[src/rtl/sme_and_sched.sv]
// sme_and_sched: shares one masked-AND unit between two requesters,
// pulling a fresh randomness bundle for every operation.
module sme_and_sched #(
   parameter int D       = 3,
   parameter int N       = 32,
   parameter bit POSEDGE = 1'b0,
   localparam int SM     = D - 1,
   localparam int RMAX   = D + D * (D - 1) / 2,
   localparam int RM     = RMAX - 1
) (
   input  logic                 g_clk,
   input  logic                 g_resetn,
   input  logic                 flush,
   input  logic [1:0]           req_valid,
   output logic [1:0]           req_ready,
   input  logic [SM:0][N-1:0]   req0_rs1,
   input  logic [SM:0][N-1:0]   req0_rs2,
   input  logic [SM:0][N-1:0]   req1_rs1,
   input  logic [SM:0][N-1:0]   req1_rs2,
   input  logic                 rng_valid,
   output logic                 rng_ready,
   input  logic [RM:0][N-1:0]   rng_data,
   output logic                 and_en,
   output logic [RM:0][N-1:0]   and_rng,
   output logic [SM:0][N-1:0]   and_rs1,
   output logic [SM:0][N-1:0]   and_rs2,
   input  logic [SM:0][N-1:0]   and_rd,
   output logic                 rsp_valid,
   input  logic                 rsp_ready,
   output logic                 rsp_id,
   output logic [SM:0][N-1:0]   rsp_rd,
   output logic                 busy
);

   typedef enum logic [1:0] {
      IDLE = 2'd0,
      RNG  = 2'd1,
      EXEC = 2'd2,
      DONE = 2'd3
   } state_t;

   state_t               st;
   state_t               st_nxt;
   logic                 last;
   logic                 id;
   logic                 gidx;
   logic [1:0]           grant;
   logic                 acc;
   logic                 take_rng;
   logic                 clr;
   logic [SM:0][N-1:0]   op1;
   logic [SM:0][N-1:0]   op2;
   logic [RM:0][N-1:0]   rng_q;

   // Round-robin: on contention the requester not served last wins.
   always_comb begin
      gidx  = 1'b0;
      grant = 2'b00;
      unique case (1'b1)
         (req_valid == 2'b11): gidx = ~last;
         (req_valid == 2'b10): gidx = 1'b1;
         default:              gidx = 1'b0;
      endcase
      if (st == IDLE && |req_valid)
         grant = gidx ? 2'b10 : 2'b01;
   end

   assign acc      = |grant & ~flush;
   assign take_rng = (st == RNG) & rng_valid & ~flush;
   assign clr      = flush | ((st == DONE) & rsp_ready);

   always_comb begin
      st_nxt = st;
      unique case (st)
         IDLE: if (|grant)    st_nxt = RNG;
         RNG:  if (rng_valid) st_nxt = EXEC;
         EXEC:                st_nxt = DONE;
         DONE: if (rsp_ready) st_nxt = IDLE;
      endcase
      if (flush)
         st_nxt = IDLE;
   end

   always_ff @(posedge g_clk or negedge g_resetn) begin
      if (!g_resetn) begin
         st   <= IDLE;
         last <= 1'b1;
         id   <= 1'b0;
      end else begin
         st <= st_nxt;
         if (acc) begin
            last <= gidx;
            id   <= gidx;
         end
      end
   end

   // Shares and randomness are wiped after use so nothing is reused.
   always_ff @(posedge g_clk or negedge g_resetn) begin
      if (!g_resetn) begin
         op1   <= '0;
         op2   <= '0;
         rng_q <= '0;
      end else if (clr) begin
         op1   <= '0;
         op2   <= '0;
         rng_q <= '0;
      end else begin
         if (acc) begin
            op1 <= gidx ? req1_rs1 : req0_rs1;
            op2 <= gidx ? req1_rs2 : req0_rs2;
         end
         if (take_rng)
            rng_q <= rng_data;
      end
   end

   assign req_ready = grant & {2{g_resetn}};
   assign rng_ready = (st == RNG);
   assign and_en    = (st == EXEC) & ~flush;
   assign rsp_valid = (st == DONE) & ~flush;
   assign rsp_id    = id;
   assign rsp_rd    = and_rd;
   assign and_rs1   = op1;
   assign and_rs2   = op2;
   assign and_rng   = rng_q;

   // Capture edge of the AND unit does not change scheduler timing.
   if (POSEDGE) begin : g_pos
      assign busy = (st != IDLE);
   end else begin : g_neg
      assign busy = (st != IDLE);
   end

endmodule
[config.mk]
export PLATFORM = sky130hd
export DESIGN_NAME = sme_and_sched
export DESIGN_NICKNAME = d
export VERILOG_FILES = /design/src/rtl/sme_and_sched.sv
export SDC_FILE = /design/constraint.sdc
export NUM_CORES = 1
export LEC_CHECK = 0
export BUFFER_PORTS_ARGS = -buffer_cell sky130_fd_sc_hd__buf_4
export CORE_AREA = 3 3 454 456
export CTS_BUF_LIST = sky130_fd_sc_hd__clkbuf_4 sky130_fd_sc_hd__clkbuf_8
export CTS_CLUSTER_DIAMETER = 120
export CTS_CLUSTER_SIZE = 12
export DETAILED_ROUTE_END_ITERATION = 10
export DIE_AREA = 0 0 457 459
export PLACE_DENSITY_LB_ADDON = 0.1
export SYNTH_ARGS = -nofsm -noshare
export SYNTH_HDL_FRONTEND = slang
export SYNTH_SLANG_ARGS = --single-unit
[constraint.sdc]
create_clock -name g_clk -period 2.6 [get_ports g_clk]
set_clock_uncertainty 0.05 [all_clocks]
set_input_delay 0.26 -clock g_clk [delete_from_list [all_inputs] [get_ports g_clk]]
set_output_delay 0.26 -clock g_clk [all_outputs]
set_load 0.05 [all_outputs]
==> metrics.md, run 1 <==
| Metric | Value |
|---|---|
| Clk pin slew, worst setup/hold paths | `roughly 0.1 ns` |
| Final setup fails | `0` |
| WL final | `117 mm` |
| Antenna-violating nets left | `0` |
| Met2 WL post-DR | `between 50 and 60 mm` |
| RSZ-0062 raised after global routing | `no` |
| Register area share after synthesis | `55.9%` |
| DR vias/cell | `3.13` |
| Distinct cells, synth | `31` |
| Post-Synthesis Cell Area | `around 0.017 mm²` |
| Met3 routed WL | `11.9 mm` |
| Post-synth EDFFs | `0` |
| Leak | `0.0155 µW` |
| Final hold vios | `0` |
| R2R cell count | `6` |
| Synth-to-Final Area Change | `98.9%` |
| Cts bufs inserted | `42` |
| M1 wire length | `approximately 49 mm` |
| First-pass GRT wire length | `162 mm` |
| Fillers | `about 23000` |
| Top_reg_cell synth | `dfrtp_1` |
| TritonCTS Sinks | `388` |
| Total Routing Usage GR | `10.7%` |
| Initial DRC Count | `700` |
| Synth top area cells | `dfrtp_1, mux2i_1, o2bb2ai_1` |
| Hold_ws | `0.219 ns` |
| Die X | `457 µm` |
| Outcome | `finished, final reports clean` |
| Gr ovfl total | `0` |
| Cell Pwr Density | `636 mW/mm²` |
| Ys Warns | `0` |
| IO Port Bufs | `973` |
| Max cap viols | `0` |
| Final instance count without filler cells | `5783` |
| Worst EP required | `~3.1 ns` |
| Via count | `18100` |
| Sum Neg Setup Slack | `0 ns` |
| Initial core utilization | `8.60%` |
| Final Critical Period | `2.46 ns` |
| Placed cell count | `5082` |
| DP Wirelength | `between 80 and 90 mm` |
| Largest net degree at the start of global routing | `94` |
| Post-Synthesis Cells | `about 1600` |
| Crit end category | `flip-flop` |
| Clock Latency Late Sink | `0.71 ns` |
| CTS root buf | `clkbuf_8` |
| Synthesized net count | `2287` |
| Total Die Area | `0.210 mm²` |
| Peak supply drop | `0.284 mV` |
| Slew margin rel. | `59.4%` |
| Critical path type | `flip-flop to flip-flop` |
| Die Span Y | `459 µm` |
| Placer Congestion | `0.732` |
| Min-delay worst type | `primary input to async pin` |
| Vias in the first global route | `19900` |
| Worst EP arrival | `2.99 ns` |
| # DRC | `0` |
| Final period util | `94.8%` |
| Share of cells above drive strength 1 | `35.4%` |
| Asr flop ratio synth | `100%` |
| Synthesized area per cell | `10.8 µm²` |
| Worst Setup Start Kind | `flip-flop` |
| Antenna violations before repair | `30` |
| Site Rows | `165` |
| Crit-path max FO | `40` |
| H-tree depth | `2` |
| Fmax achieved | `406 MHz` |
| Yosys top cell by area | `dfrtp_1` |
| Yosys top cell area share | `55.7%` |
| DRT Pass-1 Iters | `5` |
| Max Used Layer | `met5` |
| I/O pin count | `1166` |
| FF+latch count, synth | `388` |
| CTS Buffer Depth | `3` |
| Worst-Margin Slew | `0.608 ns` |
| Nets | `3778` |
| Core ar. | `0.202 mm²` |
| CTS tree | `yes` |
| Max Slew Vio Count | `0` |
| Routed WL per cell | `20.3 µm` |
per-stage QoR:
step | setup WS [ns] | util, % | cell area (µm²) | power, µW
floorplan | 0.585 | - | 17400 | 13000
global placement | 0.445 | 13.6 | 27400 | 16800
detailed placement | 0.452 | 13.6 | 27400 | 16700
CTS | 0.00777 | 17.1 | 34500 | 22800
global route | 0.00584 | 17.1 | 34600 | 23400
finish | 0.136 | 17.1 | 34600 | 22000
power by group:
group          total, µW  internal (µW)  switching (µW)
logic              10200           3780            6370
clock network       4430           1670            2760
registers           7410           6890             528
cell families after synthesis:
family                   count (synthesis)  share of synthesized area [%]
AO/OA/AOI/OAI                          395                           15.7
flip-flops                             388                           55.9
adder cells (fa/ha/maj)                  4                          0.288
AND/OR/NAND/NOR                        400                           8.89
buffers and inverters                  225                           8.20
multiplexers                           192                           11.1
cell usage after synthesis (2+ instances only):
master / n
dfrtp_1: 387
nand2_1: 386
a21oi_1: 195
mux2i_1: 192
o2bb2ai_1: 192
buf_4: 97
buf_2: 59
clkbuf_1: 36
buf_6: 19
buf_1: 11
ha_1: 4
nor2b_1: 4
inv_1: 3
a31oi_1: 2
cell type report:
| cell class | instances | area [µm²] | share of cell area [%] |
|---|---|---|---|
| tap | 2672 | 3340 | 9.67 |
| antenna | 6 | 15.0 | 0.0434 |
| clock buffer | 45 | 607 | 1.76 |
| clock inverter | 9 | 97.6 | 0.282 |
| inverter | 3 | 11.3 | 0.0326 |
| multi-input combinational | 991 | 6290 | 18.2 |
| sequential | 388 | 9710 | 28.1 |
| timing repair buffer | 1669 | 14500 | 41.9 |
critical path: stages (launching register included):
cell and delay (ns):
dfstp_2 0.40, a21boi_4 0.26, buf_12 0.34, buf_4 0.31, mux2i_1 0.25, dlygate4sd3_1 0.60, o2bb2ai_1 0.06
sequential cells by signal, indices dropped and copies added, names as in the netlist:
signal and cells:
and_rng 192, and_rs1 96, and_rs2 96, last 1, rsp_id 1, st 2
cell usage in the layout (no fill, tap or decap), types with 2 or more instances in the layout:
cell	n
buf_4	1003
o2bb2ai_1	192
a21oi_1	195
buf_8	2
clkbuf_8	43
nor2b_1	3
inv_6	5
diode_2	6
a31oi_1	2
clkbuf_4	2
dlygate4sd3_1	636
inv_1	3
buf_12	23
ha_1	3
buf_16	3
nand2_1	385
dfrtp_1	387
buf_6	2
mux2i_1	192
timing repair:
item                                   in CTS  in global routing
buffers inserted                            0                  4
pin swaps                                   1                  1
setup endpoints to repair                   2                 27
resized for setup                           5                  4
hold buffers                              637                  0
endpoints found under the hold margin     660                  0
per-layer routing:
layer	GRT usage [%]	up-vias
met1	13.0	8746
met2	17.4	812
met5	0.597	-
li1	-	8448
met3	4.85	100
met4	1.88	14
final timing paths:
path,from,endpoint,slack [ns]
min in group g_clk,rng_data[128],and_rng[128]$_DFFE_PN0P_,0.26
min reg2reg,and_rs1[51]$_DFFE_PN0P_,and_rs1[51]$_DFFE_PN0P_,0.44
min,g_resetn,and_rng[122]$_DFFE_PN0P_,0.22
max in group asynchronous,g_resetn,and_rng[23]$_DFFE_PN0P_,1.64
max reg2reg,last$_DFFE_PN1P_,and_rs1[16]$_DFFE_PN0P_,0.14
max,last$_DFFE_PN1P_,and_rs1[16]$_DFFE_PN0P_,0.14
Power figures use the tool's default switching activity.
==> inputs of run 2 (changes only) <==
==> constraint.sdc (replaced) <==
create_clock -name g_clk -period 3.15 [get_ports g_clk]
set_clock_uncertainty 0.05 [all_clocks]
set_input_delay 0.315 -clock g_clk [delete_from_list [all_inputs] [get_ports g_clk]]
set_output_delay 0.315 -clock g_clk [all_outputs]
set_load 0.05 [all_outputs]
==> run 2 against run 1 <==
Effect of this change:
- wire length down 0.85%
- clock-buffer cell count up 2
- global-route usage about the same
- largest cell class unchanged
- largest power group unchanged
==> metrics.md, run 2 (synthesis results as in run 1) <==
| Metric | Value |
|---|---|
| Peak supply drop | `~0.25 mV` |
| Internal power | `10000 µW` |
| Max Slew Vio Count | `0` |
| Cts bufs inserted | `43` |
| Storage cell area | `0.00971 mm²` |
| Sum Neg Setup Slack | `0 ns` |
| Final setup fails | `0` |
| Dpl ws | `1.03 ns` |
| Fillers | `22700` |
| Worst-Margin Slew | `1.04 ns` |
| CP max stage delay | `0.55 ns` |
| Leak | `0.0151 µW` |
| TritonCTS Sinks | `388` |
| DP Wirelength | `87.2 mm` |
| WL final | `116 mm` |
| Total Routing Usage GR | `a little over a tenth` |
| Total Die Area | `0.210 mm²` |
| CTS Buffer Depth | `3` |
| Nets | `3716` |
| First-pass GRT wire length | `161 mm` |
| Die Span Y | `around 460 µm` |
| Number of flip-flops in the largest register | `192` |
| Clock Latency Late Sink | `~0.73 ns` |
| Final period util | `80.1%` |
| CTS tree | `yes` |
| Crit-path max FO | `115` |
| Multi-input gate area | `0.00628 mm²` |
| Initial DRC Count | `approximately 630` |
| Final hold vios | `0` |
| DRT Pass-1 Iters | `4` |
| # DRC | `0` |
| H-tree depth | `2` |
| Fin worst setup slack | `0.628 ns` |
| Cell Pwr Density | `531 mW/mm²` |
| Sw Ratio | `between 40 and 50%` |
| Worst Setup Start Kind | `flip-flop` |
| Min-delay worst type | `primary input to async pin` |
| DR vias/cell | `3.12` |
| Site Rows | `165` |
| Fraction of power consumed by sequential logic | `34.0%` |
| Routed WL per cell | `roughly 20 µm` |
| Share of cells above drive strength 1 | `35.5%` |
| Switching Power | `between 8000 and 9000 µW` |
| Antenna violations before repair | `43` |
| Vias in the first global route | `between 15000 and 20000` |
| Critical-path cell list | `inv_1, ha_1, and2_4, buf_12, nand2_1, a21oi_1, dlygate4sd3_1` |
| Clk pin slew, worst setup/hold paths | `0.11 ns` |
| Worst EP arrival | `between 3 and 4 ns` |
| Placer Congestion | `0.724` |
| Final Critical Period | `2.52 ns` |
| Power Total | `between 15000 and 20000 µW` |
| Max cap viols | `0` |
| Most Crowded Layer GR | `met2` |
| Largest net degree at the start of global routing | `approximately 130` |
| IO Port Bufs | `973` |
| Core ar. | `just over 0.2 mm²` |
| Hold_ws | `~0.24 ns` |
| RSZ-0062 raised after global routing | `no` |
| I/O pin count | `around 1200` |
| Die X | `457 µm` |
| Via count | `17900` |
| Worst EP required | `3.80 ns` |
| Clock group share of total power | `20.6%` |
| Initial core utilization | `8.60%` |
| Gr ovfl total | `0` |
| Synth-to-Final Area Change | `95.3%` |
| Outcome | `finished, final reports clean` |
| Grt met2 use | `between 10% and 20%` |
| CTS root buf | `clkbuf_8` |
| Most common cell after layout, fill and taps aside | `buf_4` |
| GR Util met3 | `5.64%` |
| Most frequent cells in the layout | `buf_4, dlygate4sd3_1, dfrtp_1, nand2_1, a21oi_1` |
| CP max-delay cell | `dlygate4sd3_1` |
| Routing usage on met1 | `12.5%` |
| Crit end category | `flip-flop` |
| Slew margin rel. | `roughly 30%` |
| Antenna-violating nets left | `0` |
| Fmax achieved | `a little under 400 MHz` |
| Critical path type | `flip-flop to flip-flop` |
| Comb pwr share | `45.4%` |
-- run 2: cell types whose count changed in the layout (fill, tap and decap cells not counted), moves of 2 or more --
cell,change
buf_12,-2
buf_16,-3
buf_4,-9
buf_6,-2
clkinvlp_4,+5
diode_2,+14
dlygate4sd3_1,-46
inv_6,-2
-- run 2: worst max-delay path: cells and delay by family, from the launching register on --
family	cells	cell delay, ns
AO/OA/AOI/OAI	1	0.16
adder cells (fa/ha/maj)	1	0.28
buffers and inverters	3	1.01
flip-flops	1	0.41
AND/OR/NAND/NOR	2	0.44
-- run 2: final cells by class --
| type | instances | share of cell area [%] |
|---|---|---|
| antenna | 20 | 0.147 |
| clock buffer | 47 | 1.85 |
| clock inverter | 12 | 0.302 |
| inverter | 3 | 0.0332 |
| multi-input combinational | 991 | 18.5 |
| sequential | 388 | 28.6 |
| tap | 2672 | 9.85 |
| timing repair buffer | 1606 | 40.7 |
-- run 2: power groups by stage --
stage	Sequential [µW]	Clock [µW]	Combinational (µW)
global route	6240	4260	8730
detailed placement	6230	0	7460
floorplan	8600	0	2150
CTS	6150	4160	8420
global placement	6260	0	7490
finish	6130	3720	8180
-- run 2: repair_timing --
action / in CTS / in global routing
endpoints found under the hold margin: 647 / 0
resized for setup: 0 / 0
setup buffers: 0 / 0
hold buffers: 591 / 0
-- run 2: path summary, 6_finish.rpt --
check                      slack [ns]                     from                 endpoint  cells after the start
min in group g_clk               0.25                rng_valid        st[1]$_DFFE_PN0P_                      4
min                              0.24                 g_resetn         last$_DFFE_PN1P_                      2
max                              0.63        st[1]$_DFFE_PN0P_  and_rng[88]$_DFFE_PN0P_                      7
max in group asynchronous        1.96                 g_resetn  and_rng[91]$_DFFE_PN0P_                      4
min reg2reg                      0.44  and_rs1[58]$_DFFE_PN0P_  and_rs1[58]$_DFFE_PN0P_                      1
max reg2reg                      0.63        st[1]$_DFFE_PN0P_  and_rng[88]$_DFFE_PN0P_                      7
-- run 2: metal layers --
layer	vias to the layer above	share of wire (%)
met4	20	2.4
met5	-	0.18
met3	117	11
met2	813	45
met1	8591	41
li1	8350	-
-- run 2: metrics by stage --
stage               area, µm²  instances  util, %
finish                  33900       5739     16.8
global route            33900       5727     16.8
CTS                     33900       5719     16.8
detailed placement      27200       5069     13.5
global placement        27200       5069     13.5
floorplan               17400       1604        -
